**src/rtl/period_meter_if.sv**
```systemverilog
// period_meter_if: result-side bus of period_meter.
//   master (meter):    drives period/valid/missed/ovf/stable, samples ready
//   slave  (consumer): drives ready, samples the rest
// DIV_BITS must match the period_meter instance it is bound to.
`ifndef BYTE_BITS
`define BYTE_BITS 8
`endif

interface period_meter_if #(
    parameter int DIV_BITS = `BYTE_BITS
);
    logic                ready;
    logic [DIV_BITS-1:0] period;
    logic                valid;
    logic                missed;
    logic                ovf;
    logic                stable;

    modport master (input ready, output period, valid, missed, ovf, stable);
    modport slave  (output ready, input period, valid, missed, ovf, stable);
endinterface

```
**src/rtl/period_meter.sv**
```systemverilog
// period_meter: measures spacing of an enable-pulse stream in enabled cycles.
// Ports:
//   clk    - system clock
//   reset  - synchronous active-high reset
//   en     - measurement enable; when low the counter and state freeze
//   pulse  - pulse stream; each enabled high cycle is one event
//   res    - result bus (period/valid/missed/ovf/stable out, ready in)
// All outputs are registered.
`ifndef BYTE_BITS
`define BYTE_BITS 8
`endif

module period_meter #(
    parameter int DIV_BITS = `BYTE_BITS
) (
    input  logic                 clk,
    input  logic                 reset,
    input  logic                 en,
    input  logic                 pulse,
    period_meter_if.master       res
);
    typedef enum logic {IDLE, MEASURE} state_t;

    localparam logic [DIV_BITS-1:0] CNT_MAX = '1;

    state_t              state;
    logic [DIV_BITS-1:0] cnt;
    // A result exists since the last IDLE; gates the stable comparison.
    logic                have_prev;

    always_ff @(posedge clk) begin
        if (reset) begin
            state      <= IDLE;
            cnt        <= '0;
            have_prev  <= 1'b0;
            res.period <= '0;
            res.valid  <= 1'b0;
            res.missed <= 1'b0;
            res.ovf    <= 1'b0;
            res.stable <= 1'b0;
        end else begin
            res.missed <= 1'b0;
            // Consumption; a new result below overrides this clear.
            if (res.valid && res.ready)
                res.valid <= 1'b0;

            if (en) begin
                case (state)
                    IDLE: begin
                        if (pulse) begin
                            cnt     <= DIV_BITS'(1);
                            state   <= MEASURE;
                            res.ovf <= 1'b0;
                        end
                    end
                    MEASURE: begin
                        if (pulse) begin
                            res.period <= cnt;
                            res.valid  <= 1'b1;
                            res.missed <= res.valid && !res.ready;
                            // period still holds the previous result here.
                            res.stable <= have_prev && (cnt == res.period);
                            have_prev  <= 1'b1;
                            cnt        <= DIV_BITS'(1);
                        end else if (cnt != CNT_MAX) begin
                            cnt <= cnt + DIV_BITS'(1);
                        end else begin
                            // Saturated with no pulse: drop the reference.
                            state      <= IDLE;
                            cnt        <= '0;
                            have_prev  <= 1'b0;
                            res.ovf    <= 1'b1;
                            res.stable <= 1'b0;
                        end
                    end
                    default: state <= IDLE;
                endcase
            end
        end
    end
endmodule

```
**src/flat_wrapper.sv**
```systemverilog
// flat-port wrapper written by rule: the top's interface ports become plain ports
module period_meter_flat 
#(
    parameter int DIV_BITS = `BYTE_BITS
)
  (clk, reset, en, pulse, res_ready, res_period, res_valid, res_missed, res_ovf, res_stable);
  period_meter_if #(.DIV_BITS(DIV_BITS)) res_i ();
  input  logic clk;
  input  logic reset;
  input  logic en;
  input  logic pulse;
  input wire logic [$bits(res_i.ready)-1:0] res_ready;
  output wire logic [$bits(res_i.period)-1:0] res_period;
  output wire logic [$bits(res_i.valid)-1:0] res_valid;
  output wire logic [$bits(res_i.missed)-1:0] res_missed;
  output wire logic [$bits(res_i.ovf)-1:0] res_ovf;
  output wire logic [$bits(res_i.stable)-1:0] res_stable;
  assign res_i.ready = res_ready;
  assign res_period = res_i.period;
  assign res_valid = res_i.valid;
  assign res_missed = res_i.missed;
  assign res_ovf = res_i.ovf;
  assign res_stable = res_i.stable;
  period_meter #(.DIV_BITS(DIV_BITS)) u_core (.clk(clk), .reset(reset), .en(en), .pulse(pulse), .res(res_i));
endmodule
```
**config.mk**
```make
export PLATFORM = sky130hd
export DESIGN_NAME = period_meter_flat
export DESIGN_NICKNAME = d
export VERILOG_FILES = /design/src/rtl/period_meter_if.sv /design/src/rtl/period_meter.sv /design/src/flat_wrapper.sv
export SDC_FILE = /design/constraint.sdc
export NUM_CORES = 1
export LEC_CHECK = 0
export BUFFER_PORTS_ARGS = -buffer_cell sky130_fd_sc_hd__buf_4
export CORE_AREA = 5 5 51 53
export DETAILED_ROUTE_END_ITERATION = 7
export DIE_AREA = 0 0 56 58
export GPL_TIMING_DRIVEN = 0
export PLACE_DENSITY = 0.75
export SETUP_SLACK_MARGIN = 0.2
export SLEW_MARGIN = 20
export SYNTH_ARGS = -nofsm -noshare
export SYNTH_HDL_FRONTEND = slang
export SYNTH_SLANG_ARGS = --single-unit
export TNS_END_PERCENT = 100
```
**constraint.sdc**
```tcl
create_clock -name clk -period 1.7 [get_ports clk]
set_input_delay 0.51 -clock clk [delete_from_list [all_inputs] [get_ports clk]]
set_output_delay 0.51 -clock clk [all_outputs]
set_load 0.05 [all_outputs]
```
### Yosys cells after proc, flatten, opt, wreduce, memory -nomap -nowiden

Index checks and enable logic that the tools add are counted.

| storage, ports and cells | value |
|---|---|
| bits in registers | 22 |
| input port bits | 5 |

| cells by class | value |
|---|---|
| add/sub/neg operators | 1 |
| equal/unequal tests | 6 |
| muxes and demuxes | 19 |
| bitwise logic cells | 3 |
| reduce and logical (&&, ||, !) cells | 9 |

Operator list:

| operator | number |
|---|---|
| $mux 8 | 3 |
| $pmux 8 s2 | 1 |
| $mux 1 | 13 |
| $add 8x1->8 const B | 1 |
| $eq 8x8->1 | 1 |
| $ne 2x2->1 const B | 4 |
| $ne 8x8->1 const B | 1 |
| $reduce_and 3->1 | 2 |
| $pmux 1 s2 | 2 |
| $reduce_and 4->1 | 1 |
| $reduce_or 4->1 | 1 |
| $logic_and 1x1->1 | 3 |
| $not 1->1 | 3 |
| $reduce_and 2->1 | 1 |
| $logic_not 1->1 | 1 |

### Depth between registers and ports, before layout

| depth | value |
|---|---|
| depth after elaboration | 5 |
| depth in mapped cells | 6 |

### Worst setup path before layout

OpenSTA, ideal clock, no wires.

| timing | value |
|---|---|
| path kind | register to register |
| from | register u_core.cnt[1] |
| to | register u_core.cnt[5] |
| setup time | 0.074 ns |
| arrival | 1.445 ns |
| data required time | 1.626 ns |
| setup slack | 0.181 ns |
| cell stages (with the launch flop) | 6 |
| buffers on the path | 0 |
| clock period less this slack | 1.519 ns |
| cell sequence | dfxtp_1 ha_1 and3_1 a2111oi_4 o21ai_1 a31oi_1 |

| between the ends | value |
|---|---|
| longest elaborated chain between the ends | 4 |
| elaborated cells between the ends (all ways) | 5 |
| those cells by class | add/sub (1); eq/ne (1); mux (3) |

Ends and longest elaborated chain:

| item | line | text |
|---|---|---|
| from (decl) | period_meter.sv:27 | `logic [DIV_BITS-1:0] cnt;` |
| from (signal assigned) | period_meter.sv:66 | `cnt <= cnt + DIV_BITS'(1);` |
| $add 8x1->8 or $ne 8x8->1 (tied branches) | period_meter.sv:66, period_meter.sv:65 |  |
| $mux 8 (*) | period_meter.sv:65 | `end else if (cnt != CNT_MAX) begin` |
| $mux 8 (*) | period_meter.sv:57 | `if (pulse) begin` |
| $pmux 8 s2 (*) | period_meter.sv:48 | `case (state)` |

Mark *: on every way between the ends. The rest lies on a longest branch, timed or not.
A chain may end at the register's enable or synchronous reset.

### Worst setup path after layout

| timing | value |
|---|---|
| from | register u_core.cnt[2] |
| to | register u_core.cnt[7] |

The elaborated chain is that of the path after synthesis.

==> results.md <==
- FP Rows: 17
- I/O pin cnt: 17
- Number of synthesized flops with an enable pin: 0
- Final instance area: 1270 um^2
- Synth top area cells: dfxtp_1, nand2_1, a21oi_1, xnor2_1, xor2_1
- Clock network power share: 33.7%
- Start point of the critical path: u_core.cnt[2]$_SDFFE_PP0P_
- DP Area: 1170 um^2
- Post-synth top area share: 42.9%
- Max Cap Viol: 0
- Layout cells sized above 1: 24.7%
- Sequential standard cell area: 449 um^2
- Multi-input combinational cell area: 551 um^2
- Global-route wire length before repair: 3.97 mm
- CP Capture Type: flop
- Antenna violations before repair: 0
- CP Launch Type: flop
- Power Dens Cells: 698 nW/um^2
- Reg-to-reg startpoint: u_core.cnt[2]$_SDFFE_PP0P_
- Vias/cell: 5.43
- Sw Pwr: 0.217 mW
- Clk sinks: 22
- Switching Fraction: 24.4%
- Worst-path clk slew: 130 ps
- Peak VDD IR: 650 uV
- Tcrit/Tclk final: 87.4%
- R2R depth: 6
- Post-synthesis average cell area: 8.15 um^2
- Synth unique cells: 28
- DR WL/cell: 13.5 um
- Routability cong.: 0.767
- Lkg Pwr: 0.456 nW
- Sequential area share after synthesis: 42.9%
- Worst-skew pair later-pin latency: 320 ps
- Post-synth top flop: dfxtp_1
- CTS buffer count: 3
- Fill cells: 182
- Die width: 56 um
- Synth Register Bits: 22
- DR pass1 iterations: 4
- CP required: 1950 ps
- Cell taking the most area after synthesis: dfxtp_1
- Die area: 3250 um^2
- Iter 0 DRT Violations: 33
- Class of the worst hold path: in -> reg
- Die Span Y: 58 um
- Tightest Pin Transition: 523 ps
- Largest net degree at the start of global routing: 13
- Setup TNS: 0 ps
- DPL Wire Length: 1.70 mm
- Combinational share of power: 7.1%
- Cell Area, Synth: 1030 um^2
- Core Area: 2110 um^2
- Sequential share of power: 59.2%
- ANT nets after route: 0
- Final Hold Fails: 0
- GRT Overall Usage: 15.3%
- Initial Utilization: 48.8%
- End point of the critical path: u_core.cnt[7]$_SDFFE_PP0P_
- Unrepaired setup endpoints after global routing: true
- Grt ovf: 0
- Final Skew: 8.78 ps
- Final net count: 157
- Routed wire length: 2.41 mm
- Max transition margin: 65.2%
- Ys async rst share: 0%
- Area Growth Syn to Fin: 23.8%
- Endpoints failing setup: 0
- Cell-internal power: 0.671 mW
- Worst setup path class: reg -> reg
- Outcome: complete, no violations
- Post-Syn Instances: 126
- Clock H-tree levels: 1
- Vias in the first global route: 874
- Crit path time final: 1490 ps
- Ant diodes: 0
- CTS Root Cell: clkbuf_4
- R2r endpoint: u_core.cnt[7]$_SDFFE_PP0P_
- Port bufs: 14
- Yosys warnings: 0
- Via count: 967
- CTS tree: built
- CTS hold repair buffers: 0
- Bufs on Longest Clock Path: 2
- Max Fclk: 673 MHz
- Worst Path Arrival: 1740 ps
- Synthesized net count: 132
- Reg2Reg Setup Slack: 210 ps
- CP Max Fanout: 5
- # DRC: 0
- Final slew viol count: 0
-- per-stage QoR --
step	util, %	setup slack [ps]	power (mW)	hold slack (ps)	instances
2_1_floorplan	-	235	0.580	441	126
3_3_place_gp	55.6	48.1	0.597	464	168
3_5_place_dp	55.6	5.90	0.599	470	168
4_1_cts	58.5	203	0.880	467	174
5_1_grt	60.4	112	0.920	465	178
6_report	60.4	214	0.888	462	178
-- power groups by stage --
stage,combinational [mW],clock (mW),sequential (mW)
2_1_floorplan,0.0399,0,0.540
3_3_place_gp,0.0591,0,0.538
3_5_place_dp,0.0607,0,0.538
4_1_cts,0.0620,0.293,0.525
5_1_grt,0.0703,0.323,0.526
6_report,0.0629,0.299,0.525
-- sequential cells by signal (all words and copies together), names as in the netlist --
signal / count
u_core.have_prev: 1
u_core.res.valid: 1
u_core.res.ovf: 1
u_core.res.period: 8
u_core.state: 1
u_core.cnt: 8
u_core.res.stable: 1
u_core.res.missed: 1
-- timing repair --
action,CTS,global route
pin swaps,2,3
endpoints found under the setup margin,6,5
gates resized for setup,5,5
buffers inserted,2,4
-- metal layers --
metal	part of all wire [%]	track usage (%)
met1	48	19.6
met2	45	25.9
met3	5.5	2.45
met4	1.6	6.10
met5	0	0
-- final cells by class --
class                           instances  share of cell area (%)
Sequential cell                        22                    35.3
Clock buffer                            4                    2.85
Timing Repair Buffer                   20                    11.8
Tap cell                               28                    2.76
Buffer                                  9                    3.94
Multi-Input combinational cell         95                    43.3
-- cell families after synthesis --
group	after synthesis	share of synthesized area [%]
xor gates and xnor gates	11	9.38
buffers and inverters	9	4.87
adders and majority gates	1	1.22
and+or+nand+nor	50	21.9
AOI/OAI and AO/OA	33	19.7
DFF	22	42.9
-- synthesized netlist by cell type, types with 2 or more instances --
library cell	number
a21oi_1	16
a31oi_1	3
and3_1	2
buf_6	2
clkbuf_1	5
dfxtp_1	22
nand2_1	24
nand2b_1	2
nand3_1	5
nand4_1	3
nor2_1	9
o21ai_0	3
o21ai_1	6
xnor2_1	7
xor2_1	4
-- how the worst min path moves through the flow --
stage	startpoint	to	cells after the start
2_1_floorplan	u_core.have_prev$_SDFFE_PP0P_	u_core.res.stable$_SDFFE_PP0P_	2
3_3_place_gp	u_core.res.ovf$_SDFFE_PP0P_	u_core.res.ovf$_SDFFE_PP0P_	2
3_5_place_dp	u_core.res.ovf$_SDFFE_PP0P_	u_core.res.ovf$_SDFFE_PP0P_	2
4_1_cts	res_ready	u_core.res.missed$_SDFF_PP0_	3
5_1_grt	res_ready	u_core.res.missed$_SDFF_PP0_	3
6_report	res_ready	u_core.res.missed$_SDFF_PP0_	3
-- critical path, cell delays in order (launching register included) --
cell and delay (ps):
dfxtp_2 340, buf_6 110, and4_1 150, buf_6 120, a2111oi_4 410, o21ai_1 120, a31oi_1 160
-- placed cells by master (no fill, tap or decap), drive strengths merged, types with 4 or more instances in the layout --
| cell type | netlist | layout |
|---|---|---|
| xor2 | 4 | 4 |
| o21ai | 9 | 9 |
| clkbuf | 5 | 9 |
| xnor2 | 7 | 7 |
| buf | 4 | 24 |
| dfxtp | 22 | 22 |
| a21oi | 16 | 16 |
| nand3 | 5 | 5 |
| nor2 | 9 | 9 |
| nand2 | 24 | 24 |
Note: power is estimated with default switching activity, not from simulation.
